## config.mk

```make
export PLATFORM = sky130hd
export DESIGN_NAME = aes_ctr_uart_serializer
export DESIGN_NICKNAME = d
export VERILOG_FILES = /design/src/rtl/aes_uart_pkg.sv /design/src/rtl/block_fifo.sv /design/src/rtl/aes_ctr_uart_serializer.sv
export SDC_FILE = /design/constraint.sdc
export NUM_CORES = 1
export LEC_CHECK = 0
export CAP_MARGIN = 15
export CORE_MARGIN = 4
export CORE_UTILIZATION = 55
export DETAILED_ROUTE_END_ITERATION = 6
export DONT_BUFFER_PORTS = 1
export PLACE_DENSITY = 0.7
export SLEW_MARGIN = 20
export SYNTH_ARGS = -nofsm -noshare
export SYNTH_HDL_FRONTEND = slang
export SYNTH_SLANG_ARGS = --single-unit
```

## constraint.sdc

```tcl
create_clock -name clk -period 6.5 [get_ports clk]
set_input_delay 0.975 -clock clk [delete_from_list [all_inputs] [get_ports clk]]
set_output_delay 0.975 -clock clk [all_outputs]
set_load 0.05 [all_outputs]
```

## src/rtl/aes_uart_pkg.sv

```systemverilog
// Shared types for the AES-CTR ciphertext-to-UART path: block/byte types,
// serializer states and the byte-shift helper.
package aes_uart_pkg;

  typedef logic [127:0] block_t;
  typedef logic [7:0]   byte_t;

  localparam int BYTES_PER_BLOCK = 16;

  typedef enum logic [1:0] {
    IDLE,
    LOAD,
    SEND
  } ser_state_t;

  // Drops the byte just sent so the next one sits in the output byte lane.
  function automatic block_t shift_byte(input block_t b, input bit msb_first);
    return msb_first ? {b[119:0], 8'h00} : {8'h00, b[127:8]};
  endfunction

endpackage

```

## src/rtl/block_fifo.sv

```systemverilog
// DEPTH x 128-bit synchronous FIFO; a write while full is still accepted when
// a pop happens in the same cycle.
module block_fifo
  import aes_uart_pkg::*;
#(
  parameter int DEPTH = 4
) (
  input  logic                         clk,
  input  logic                         reset,
  input  logic                         wr_en,
  input  logic [127:0]                 wr_data,
  input  logic                         rd_en,
  output logic [127:0]                 rd_data,
  output logic                         full,
  output logic                         empty,
  output logic [$clog2(DEPTH+1)-1:0]   level
);

  localparam int PW = $clog2(DEPTH);
  localparam int LW = $clog2(DEPTH + 1);

  block_t        mem [DEPTH];
  logic [PW-1:0] wr_ptr;
  logic [PW-1:0] rd_ptr;
  logic          do_wr;
  logic          do_rd;

  assign full    = (level == LW'(DEPTH));
  assign empty   = (level == '0);
  assign do_rd   = rd_en && !empty;
  assign do_wr   = wr_en && (!full || do_rd);
  assign rd_data = mem[rd_ptr];

  // NOTE: sequential state uses non-blocking assignments so every flop samples pre-edge values.
  always_ff @(posedge clk or posedge reset) begin
    if (reset) begin
      wr_ptr <= '0;
      rd_ptr <= '0;
      level  <= '0;
    end else begin
      // DEPTH is a power of two, so natural pointer overflow is the modulo wrap.
      if (do_wr) wr_ptr <= wr_ptr + PW'(1);
      if (do_rd) rd_ptr <= rd_ptr + PW'(1);
      case ({do_wr, do_rd})
        2'b10:   level <= level + LW'(1);
        2'b01:   level <= level - LW'(1);
        default: level <= level;
      endcase
    end
  end

  // NOTE: storage is not reset; the pointers and level alone define which entries are valid.
  always_ff @(posedge clk) begin
    if (do_wr) mem[wr_ptr] <= wr_data;
  end

endmodule

```

## src/rtl/aes_ctr_uart_serializer.sv

```systemverilog
// Buffers 128-bit AES-CTR ciphertext blocks and serializes each into 16 bytes
// on a valid/ready interface; a sticky flag records any block dropped while full.
module aes_ctr_uart_serializer
  import aes_uart_pkg::*;
#(
  parameter int DEPTH     = 4,
  parameter bit MSB_FIRST = 1'b1
) (
  input  logic                        clk,
  input  logic                        reset,
  input  logic                        blk_valid,
  input  logic [127:0]                blk_data,
  input  logic                        tx_ready,
  output logic                        tx_valid,
  output logic [7:0]                  tx_data,
  output logic                        busy,
  output logic [$clog2(DEPTH+1)-1:0]  fifo_level,
  output logic                        overflow,
  input  logic                        clear_overflow
);

  ser_state_t state;
  ser_state_t next_state;
  block_t     head;
  block_t     shreg;
  logic [3:0] byte_cnt;
  logic       pop;
  logic       fifo_full;
  logic       fifo_empty;
  logic       fire;
  logic       last_byte;
  logic       drop;

  block_fifo #(.DEPTH(DEPTH)) u_fifo (
    .clk     (clk),
    .reset   (reset),
    .wr_en   (blk_valid),
    .wr_data (blk_data),
    .rd_en   (pop),
    .rd_data (head),
    .full    (fifo_full),
    .empty   (fifo_empty),
    .level   (fifo_level)
  );

  assign fire      = tx_valid && tx_ready;
  assign last_byte = fire && (byte_cnt == 4'(BYTES_PER_BLOCK - 1));
  assign drop      = blk_valid && fifo_full && !pop;
  // The outgoing byte always sits in the shift register's output lane, so tx_data is a flop output.
  assign tx_data   = MSB_FIRST ? shreg[127:120] : shreg[7:0];
  assign busy      = !fifo_empty || (state != IDLE);

  always_ff @(posedge clk or posedge reset) begin
    if (reset) state <= IDLE;
    else       state <= next_state;
  end

  // NOTE: every output of this block gets a default first, so no path can infer a latch.
  always_comb begin
    next_state = state;
    pop        = 1'b0;
    case (state)
      IDLE: if (!fifo_empty) next_state = LOAD;
      LOAD: begin
        pop        = 1'b1;
        next_state = SEND;
      end
      SEND: begin
        // A block arriving this cycle cannot be dropped here unless the FIFO is already non-empty.
        if (last_byte) next_state = (!fifo_empty || blk_valid) ? LOAD : IDLE;
      end
      default: next_state = IDLE;
    endcase
  end

  always_ff @(posedge clk or posedge reset) begin
    if (reset) begin
      tx_valid <= 1'b0;
      shreg    <= '0;
      byte_cnt <= '0;
      overflow <= 1'b0;
    end else begin
      tx_valid <= (next_state == SEND);
      if (state == LOAD) begin
        shreg    <= head;
        byte_cnt <= '0;
      end else if (state == SEND && fire) begin
        shreg    <= shift_byte(shreg, MSB_FIRST);
        byte_cnt <= byte_cnt + 4'd1;
      end
      if (drop)                overflow <= 1'b1;
      else if (clear_overflow) overflow <= 1'b0;
    end
  end

endmodule

```

==> summary.txt, run 1 <==
Logic synthesis
  – Synth Cell Area: ~0.027 mm2
  – Avg Inst Size Synth: 15.4 um2
  – Most frequent cell after synthesis: edfxtp_1
  – Synth cell types: 42
  – Post-synth ARST share: about 22%
  – Mapped Cells: approximately 1700
  – Flops & latches, synth: roughly 660
  – Syn nets: 1873
  – EDFF count, synth: 512
  – Synth top area share: about 58%
  – Top cells by area, synth: edfxtp_1, dfrtp_1, mux2i_1, o22ai_1, a211o_1
  – Synth Flop Type: edfxtp_1
  – Sequential share of the synthesized area: 71.2%
  – Synth cell count leaders: edfxtp_1, mux2i_1, dfrtp_1
  – Synth Warn #: 0
  – Post-synth top area cell: edfxtp_1

Routing
  – Drt drc: 0
  – DRT Pass-1 Iters: 5
  – Final ANT Viol Nets: 0
  – Number of vias per cell: approximately 6.3
  – Vias: approximately 15000
  – WL final: around 56 mm
  – Initial DRC Count: 1412
  – Routed WL per cell: about 24 um

Layout
  – Fraction of layout cells with a size suffix above 1: 7.49%
  – Fin util: between 60% and 70%
  – ANT cells: 0
  – Footprint of the multi-input gates: around 0.007 mm2
  – Register area: 0.0190 mm2
  – Final non-filler cell area: ~0.029 mm2
  – Area Overhead vs Synth: 8.77%
  – Final Net Count: around 1800
  – Filler cells: 3543

Power
  – Combinational group share of total power: about 28%
  – Internal power: between 9 and 10 mW
  – Clock power share: 25.7%
  – P per Cell Area: about 480 mW/mm2
  – Final Power: about 14 mW
  – Leak: 10.6 nW
  – Switching pwr: around 4.6 mW
  – Switching share of power: about a third
  – Flop pwr share: 46.4%
  – Peak VDD IR: roughly 350 uV

Placement
  – Placed Area: between 0.02 and 0.03 mm2
  – Dpl hpwl: approximately 32 mm
  – Port Buffers: 0
  – Gpl congestion: approximately 0.78

CTS
  – CTS Sinks: approximately 660
  – Post-CTS sizing: 0
  – Clock buffer count from CTS: 67
  – CTS root buffer: clkbuf_16
  – Worst skew pair latency: around 0.61 ns
  – CTS H-tree lvls: 3
  – CTS tree: built
  – Clk slew on worst S/H paths: about 0.060 ns
  – # Post-CTS Setup Buffers: 0
  – Hold-fix buffers, CTS: 0
  – CTS max path bufs: 3

Timing
  – Post-route minimum period: around 3.7 ns
  – Final Hold Viols: 0
  – Final setup fails: 0
  – Clk_skew: about 0.028 ns
  – Pins Over Slew Limit: 0
  – Hold slack final: ~0.43 ns
  – RSZ-0062 raised after global routing: false
  – Worst slew pin tran: approximately 1.1 ns
  – Peak Freq: roughly 0.27 GHz
  – Slew HR: 27.9%
  – Setup TNS: 0 ns
  – Tcrit/Tclk final: ~57%

Job
  – Max Cap Viol: 0

Setup path
  – Crit path kind: flip-flop to flip-flop
  – CP endpoint kind: flip-flop
  – Data required, critical path: 6.72 ns
  – Flop-to-flop setup slack: around 2.8 ns
  – CP Launch Point: state[0]
  – CP Capture Point: u_fifo.mem[1][91]
  – Cells on worst reg2reg path: 4
  – Crit start category: flip-flop
  – Reg-to-reg critical path startpoint: state[0]
  – Reg2reg end: u_fifo.mem[1][91]
  – WP data arrival: between 3 and 4 ns
  – Max FO, Critical Path: about 110

GRT
  – GR Overflow Total: 0
  – First-pass GRT wire length: about 87 mm
  – Largest net degree at the start of global routing: 136
  – Initial antenna violation count: 1
  – Vias in the first global route: 14300
  – Total global-route track usage: a little over a fifth

Die
  – Die width: around 230 um
  – Starting Density: a little under three fifths
  – Die Ht: 228 um
  – Full die area: 0.0520 mm2
  – I/O pin cnt: roughly 150
  – Core box area: 0.0478 mm2
  – # rows: 80

Status
  – Status: finished clean

Min path
  – Worst hold-check path type: input port to asynchronous set/reset pin
-- layout make-up --
class | instances | share of cell area [%]
Clock buffer | 93 | 6.52
Clock inverter | 28 | 0.566
Inverter | 10 | 0.147
Multi-Input combinational cell | 919 | 24.0
Sequential cell | 655 | 65.5
Tap cell | 615 | 2.66
Timing Repair Buffer | 17 | 0.657
-- sequential cells by signal, summed over array words and instances (netlist names) --
signal,flops
byte_cnt,4
overflow,1
shreg,128
state,2
tx_valid,1
u_fifo.level,3
u_fifo.mem,512
u_fifo.rd_ptr,2
u_fifo.wr_ptr,2
-- worst min-delay path by stage --
| stage | end | slack [ns] | cells past startpoint |
|---|---|---|---|
| 2_1_floorplan | shreg[0] | 0.47 | 1 |
| 3_3_place_gp | shreg[0] | 0.49 | 1 |
| 3_5_place_dp | shreg[0] | 0.49 | 1 |
| 4_1_cts | u_fifo.mem[2][120] | 0.44 | 0 |
| 5_1_grt | u_fifo.mem[3][121] | 0.43 | 0 |
| 6_report | shreg[23] | 0.43 | 1 |
-- cell families (layout without fill, tap and decap cells) --
logic type | after synthesis | after routing | share of synthesized area [%]
flip-flops | 655 | 655 | 71.2
AO/OA/AOI/OAI | 385 | 385 | 9.94
XOR/XNOR | 7 | 7 | 0.230
AND/OR/NAND/NOR | 269 | 269 | 5.61
buffers and inverters | 159 | 148 | 2.87
adder cells (fa/ha/maj) | 7 | 7 | 0.357
multiplexers | 251 | 251 | 9.82
-- worst max-delay path, stage by stage, from the launching register on --
cell and delay [ns]:
dfrtp_4 1.01, nand2b_1 0.26, a31oi_1 0.59, and2_4 0.92
buf_12 0.39
-- per-stage QoR --
stage / setup WS [ns] / instances
after floorplan: 1.64 / 1733
after global placement: 2.85 / 2216
after detailed placement: 2.75 / 2216
after CTS: 2.75 / 2337
after global routing: 2.49 / 2337
final: 2.76 / 2337
-- metal layers --
| metal | part of all wire [%] | global-route usage, % |
|---|---|---|
| met5 | 0 | 0 |
| met3 | 9.2 | 7.17 |
| met1 | 43 | 30.2 |
| met4 | 1.3 | 5.07 |
| met2 | 46 | 32.3 |
-- cell usage in the layout, fill, tap and decap left out, types with 3 or more instances in the layout --
| master | instances |
|---|---|
| clkinv_2 | 5 |
| nor2_1 | 3 |
| inv_1 | 9 |
| xor2_1 | 4 |
| a211o_1 | 73 |
| xnor2_1 | 3 |
| clkbuf_1 | 18 |
| nand4_1 | 74 |
| clkbuf_8 | 5 |
| o21ai_0 | 52 |
| a221o_1 | 47 |
| buf_4 | 12 |
| and2_4 | 4 |
| nand2_1 | 50 |
| nand2b_1 | 75 |
| a22o_1 | 8 |
| o22ai_1 | 120 |
| buf_12 | 5 |
| clkbuf_16 | 70 |
| ha_1 | 6 |
| dfrtp_1 | 138 |
| dfrtp_4 | 4 |
| mux2i_1 | 241 |
| clkinv_1 | 15 |
| a21oi_1 | 74 |
| edfxtp_1 | 512 |
| inv_6 | 5 |
| nand3_1 | 51 |
| mux4_2 | 8 |
-- power groups by stage --
stage / Sequential, mW / Combinational (mW) / Clock [mW]
4_1_cts: 6.45 / 3.91 / 3.65
3_5_place_dp: 6.52 / 3.89 / 0
2_1_floorplan: 6.21 / 3.32 / 0
5_1_grt: 6.55 / 4.23 / 3.84
3_3_place_gp: 6.47 / 3.81 / 0
6_report: 6.46 / 3.88 / 3.57
No activity file was read; power rests on OpenSTA's default activity.
==> run 2: changes to the inputs <==
- PLACE_DENSITY: 0.7 -> 0.73
- clock period: 6.5 -> 3.3 ns (I/O delays scaled with it)
==> summary.txt, run 2 (synthesis gave the netlist of run 1 again) <==
CTS
  – Clock buffer count from CTS: 66 (-1.5%)
  – Worst skew pair latency: 0.60 ns (about the same)
  – CTS max path bufs: 3 (unchanged)
  – Clk slew on worst S/H paths: 0.06 ns (about the same)
  – CTS H-tree lvls: 3 (unchanged)
  – # Post-CTS Setup Buffers: 0 (unchanged)
  – Hold-fix buffers, CTS: 130 (+130)
  – CTS Sinks: 655 (unchanged)
  – CTS tree: built
  – Post-CTS sizing: 0 (unchanged)
  – CTS root buffer: clkbuf_16

GRT
  – Largest net degree at the start of global routing: 156 (+15%)
  – First-pass GRT wire length: 92.2 mm (+6.6%)
  – Total global-route track usage: 22.6% (+1.3 points)
  – Vias in the first global route: 15400 (+7.1%)
  – Initial antenna violation count: 10 (+9)
  – GR Overflow Total: 0 (unchanged)

Power
  – Flop pwr share: 45.0% (-1.4 points)
  – Leak: 11.4 nW (+7.0%)
  – P per Cell Area: 919 mW/mm2 (+91%)
  – Peak VDD IR: 609 uV (+76%)
  – Combinational group share of total power: 29.4% (+1.5 points)
  – Switching pwr: 9.38 mW (+100%)
  – Final Power: 28.2 mW (+100%)
  – Switching share of power: 33.3% (+0.098 points)
  – Internal power: 18.8 mW (+100%)
  – Clock power share: 25.7% (about the same)

Timing
  – Final setup fails: 0 (unchanged)
  – Peak Freq: between 0.3 and 0.4 GHz
  – Post-route minimum period: between 2 and 3 ns
  – Tcrit/Tclk final: between 80% and 90%
  – Slew HR: 42.6% (+15 points)
  – Worst slew pin tran: 0.862 ns (-0.219 ns)
  – Final Hold Viols: 0 (unchanged)
  – RSZ-0062 raised after global routing: false
  – Worst setup margin: 0.377 ns (-2.39 ns)
  – Clk_skew: 0.0180 ns (-0.0105 ns)
  – Pins Over Slew Limit: 0 (unchanged)

Die
  – Die width: 228 um (unchanged)
  – Core box area: 0.0478 mm2 (unchanged)
  – I/O pin cnt: 147 (unchanged)
  – Full die area: 0.0520 mm2 (unchanged)
  – Die Ht: 228 um (unchanged)
  – Starting Density: 55.7% (unchanged)
  – # rows: 80 (unchanged)

Setup path
  – Max FO, Critical Path: 80 (-24%)
  – CP endpoint kind: primary output
  – WP data arrival: 2.43 ns (-1.53 ns)
  – Crit start category: flip-flop
  – Crit path kind: flip-flop to primary output
  – Cells on worst reg2reg path: 5 (+1)
  – Data required, critical path: 2.80 ns (-3.92 ns)

Placement
  – Port Buffers: 0 (unchanged)
  – Dpl hpwl: 34.2 mm (+6.8%)
  – Number of placed cells counting well taps: 2239 (+1.0%)
  – Gpl congestion: 0.775 (-0.18%)
  – Place WS: 0.794 ns (-1.96 ns)

Routing
  – Initial DRC Count: 1406 (-0.42%)
  – Routed WL per cell: 23.9 um (-1.1%)
  – Vias: 15600 (+6.2%)
  – Drt drc: 0 (unchanged)
  – WL final: 59.7 mm (+5.7%)
  – DRT Pass-1 Iters: 5 (unchanged)
  – Final ANT Viol Nets: 0 (unchanged)
  – Number of vias per cell: 6.25 (-0.67%)

Layout
  – Largest register FFs: 512 (unchanged)
  – Largest register by flop count: u_fifo.mem
  – Register area: 0.0190 mm2 (unchanged)
  – Leading cell type in the layout, fill and taps excluded: edfxtp_1
  – Final Net Count: 1962 (+8.4%)
  – Final Instance Count excl. Fillers: 2498 (+6.9%)
  – Area Overhead vs Synth: 15.3%
  – Filler cells: 3328 (-6.1%)
  – Fin util: 64.2% (+3.6 points)
  – Largest regs: u_fifo.mem: 512 flops, shreg: 128 flops, byte_cnt: 4 flops
  – Footprint of the multi-input gates: 0.00694 mm2 (unchanged)
  – Fraction of layout cells with a size suffix above 1: 8.26% (+0.77 points)
  – Most frequent cells in the layout: edfxtp_1, mux2i_1, dfrtp_1

Status
  – Status: finished clean

Job
  – Max Cap Viol: 0 (unchanged)

Min path
  – Worst hold-check path type: input port to flip-flop
  – Worst hold path depth: 2
run 2: routing by layer:
metal / up-vias / global-route usage (%) / routed length [um]
li1: 7033 / - / -
met2: 542 / 35.0 / 28200
met4: 8 / 6.35 / 1110
met3: 97 / 5.03 / 4040
met5: - / 0 / 46
met1: 7923 / 32.8 / 26300
run 2: path summary, 6_finish.rpt:
path	start	endpoint	slack (ns)
max	state[0]	busy	0.38
min	blk_valid	overflow	0.14
max reg2reg	u_fifo.level[0]	u_fifo.mem[0][12]	0.78
min reg2reg	shreg[2]	shreg[2]	0.51
max in group asynchronous	reset	state[1]	1.85
min in group asynchronous	reset	shreg[114]	0.36
run 2: power by group through the flow:
stage / sequential, mW / clock [mW] / combinational (mW)
final: 12.7 / 7.24 / 8.28
after global routing: 12.8 / 7.77 / 8.98
after global placement: 12.7 / 0 / 7.88
after CTS: 12.7 / 7.38 / 8.33
after floorplan: 12.1 / 0 / 6.53
after detailed placement: 12.8 / 0 / 8.09
run 2: area by class of cell:
cell class	instances	area share, %
Sequential cell	655	61.8
Timing Repair Buffer	170	6.07
Multi-Input combinational cell	919	22.6
Clock inverter	38	1.09
Tap cell	615	2.51
Antenna cell	7	0.0571
Inverter	10	0.135
Clock buffer	84	5.73
run 2: worst max-delay path: stages (launching register included):
cell	delay, ns
dfrtp_4	0.66
buf_4	0.62
or3_1	0.52
run 2: per-stage QoR:
stage               instance area (um2)  TNS (ns)  hold slack (ns)
global route                      30700         0            0.122
floorplan                         26600     -3.86            0.465
global placement                  27300         0            0.363
detailed placement                27300         0            0.361
finish                            30700         0            0.141
CTS                               30700         0            0.111
==> run 3: changes to the inputs <==
- CORE_UTILIZATION: 55 -> 50
- PLACE_DENSITY: 0.73 -> 0.78
==> summary.txt, run 3 (synthesis gave the netlist of run 1 again) <==
Status
  – Status: finished clean

Power
  – Peak VDD IR: 612 uV (+0.56%)
  – Leak: 11.4 nW (+0.23%)
  – Final Power: 28.4 mW (+0.84%)
  – P per Cell Area: 922 mW/mm2 (+0.38%)

Routing
  – Routed WL per cell: 23.7 um (-0.85%)
  – Number of vias per cell: 6.09 (-2.4%)
  – Final ANT Viol Nets: 0 (unchanged)
  – Drt drc: 0 (unchanged)
  – Vias: 15700 (+0.30%)
  – Initial DRC Count: 1524 (+8.4%)
  – DRT Pass-1 Iters: 6 (+1)
  – WL final: 60.9 mm (+1.9%)

Setup path
  – Crit path kind: flip-flop to primary output
  – Crit start category: flip-flop
  – Flop-to-flop setup slack: 0.60 ns (-0.18 ns)
  – WP data arrival: 2.33 ns (-0.10 ns)
  – CP Buf/Inv Count: 1 (unchanged)
  – Top delay family on crit path: buffers and inverters
  – Data required, critical path: 2.80 ns (about the same)
  – Max FO, Critical Path: 101 (+26%)
  – Critical path's slowest cell: buf_4
  – Worst path cell trace: buf_4 -> or3_1
  – CP max stage delay: 0.73 ns (+0.07 ns)
  – CP endpoint kind: primary output

Die
  – Die width: 239 um (+4.7%)
  – Core box area: 0.0527 mm2 (+10%)
  – Starting Density: 50.6% (-5.1 points)
  – # rows: 84 (+5.0%)
  – Die Ht: 239 um (+4.7%)
  – I/O pin cnt: 147 (unchanged)
  – Full die area: 0.0570 mm2 (+9.6%)

Timing
  – Slew HR: 34.1% (-8.4 points)
  – Clk_skew: 0.0226 ns (+0.00456 ns)
  – Worst slew pin tran: 0.988 ns (+0.126 ns)
  – Final Hold Viols: 0 (unchanged)
  – Tcrit/Tclk final: 85.5% (-3.1 points)
  – Pins Over Slew Limit: 0 (unchanged)
  – RSZ-0062 raised after global routing: false
  – Final setup fails: 0 (unchanged)
  – Post-route minimum period: 2.82 ns (-0.102 ns)
  – Peak Freq: 0.355 GHz (+3.6%)
  – Setup TNS: 0 ns (unchanged)
  – Hold slack final: 0.0730 ns (-0.0681 ns)

GRT
  – Initial antenna violation count: 9 (-1)
  – Total global-route track usage: 21.1% (-1.5 points)
  – Largest net degree at the start of global routing: 125 (-20%)
  – First-pass GRT wire length: 93.3 mm (+1.1%)
  – Vias in the first global route: 15800 (+2.9%)
  – GR Overflow Total: 0 (unchanged)

Layout
  – Final Net Count: 1961 (-0.051%)
  – Largest register by flop count: u_fifo.mem
  – Final Instance Count excl. Fillers: 2568 (+2.8%)
  – Leading cell type in the layout, fill and taps excluded: edfxtp_1
  – Filler cells: 3869 (+16%)
  – Fraction of layout cells with a size suffix above 1: 8.28% (+0.013 points)
  – Most frequent cells in the layout: edfxtp_1, mux2i_1, dfrtp_1
  – Largest regs: u_fifo.mem: 512 flops, shreg: 128 flops, byte_cnt: 4 flops
  – Largest register FFs: 512 (unchanged)
  – Area Overhead vs Synth: 15.8%
  – Fin util: 58.6% (-5.6 points)

CTS
  – Clock buffer count from CTS: 68 (+3.0%)
  – Hold-fix buffers, CTS: 129 (-0.77%)
  – CTS H-tree lvls: 3 (unchanged)
  – CTS root buffer: clkbuf_16
  – CTS max path bufs: 3 (unchanged)
  – # Post-CTS Setup Buffers: 0 (unchanged)
  – CTS tree: built
  – Worst skew pair latency: 0.61 ns (about the same)
  – CTS Sinks: 655 (unchanged)
  – Post-CTS sizing: 0 (unchanged)
  – Clk slew on worst S/H paths: 0.06 ns (about the same)

Placement
  – Number of placed cells counting well taps: 2308 (+3.1%)
  – Port Buffers: 0 (unchanged)
  – Gpl congestion: 0.770 (-0.67%)
  – Dpl hpwl: 34.3 mm (+0.37%)

Job
  – Max Cap Viol: 0 (unchanged)

Min path
  – Worst hold-check path type: input port to flip-flop
[run 3: cell count changes in the layout (fill, tap and decap cells not counted), sizes merged]
cell	delta
inv	-1
bufinv	-1
clkbuf	+13
clkinv	-10
buf	-3
clkinvlp	-1
[run 3: stage by stage]
step | area (um2) | worst slack (ns)
floorplan | 26600 | -0.00754
global route | 30800 | 0.358
global placement | 27300 | 0.633
detailed placement | 27300 | 0.587
CTS | 30800 | 0.424
finish | 30800 | 0.479
[run 3: where the power goes]
group / total [mW] / leakage (nW) / switching, mW / internal (mW)
clock network: 7.53 / 1.07 / 3.10 / 4.43
logic: 8.20 / 3.84 / 4.83 / 3.37
registers: 12.7 / 6.50 / 1.53 / 11.2
total: 28.4 / 11.4 / 9.46 / 19.0
[run 3: final cells by class]
cell class	count	area (um2)	area share, %
Inverter	10	41.3	0.134
Clock buffer	97	1940	6.31
Antenna cell	7	17.5	0.0568
Clock inverter	25	249	0.807
Sequential cell	655	19000	61.5
Timing Repair Buffer	167	1820	5.89
Tap cell	688	861	2.79
Multi-Input combinational cell	919	6940	22.5
[run 3: layer usage]
metal	vias to the layer above	track usage [%]	part of all wire [%]
li1	7024	-	-
met5	-	0	0.084
met2	524	35.2	50
met4	8	6.44	2.2
met1	7989	27.9	41
met3	105	4.56	6.4
[run 3: worst paths after layout]
check                                     to  depth (start not counted)       startpoint
setup / recovery                        busy                          2         state[0]
hold / removal                      overflow                          2        blk_valid
setup reg to reg           u_fifo.mem[3][23]                          4  u_fifo.level[0]
hold reg to reg                     shreg[4]                          1         shreg[4]
max in group asynchronous          shreg[56]                          4            reset
min in group asynchronous           overflow                          2            reset
[run 3: worst reg2reg max path, delay by kind of cell, from the launching register on]
family / cells / cell delay (ns)
buf+inv: 1 / 0.40
flops: 1 / 0.74
simple gates: 2 / 0.67
compound gates: 1 / 0.54
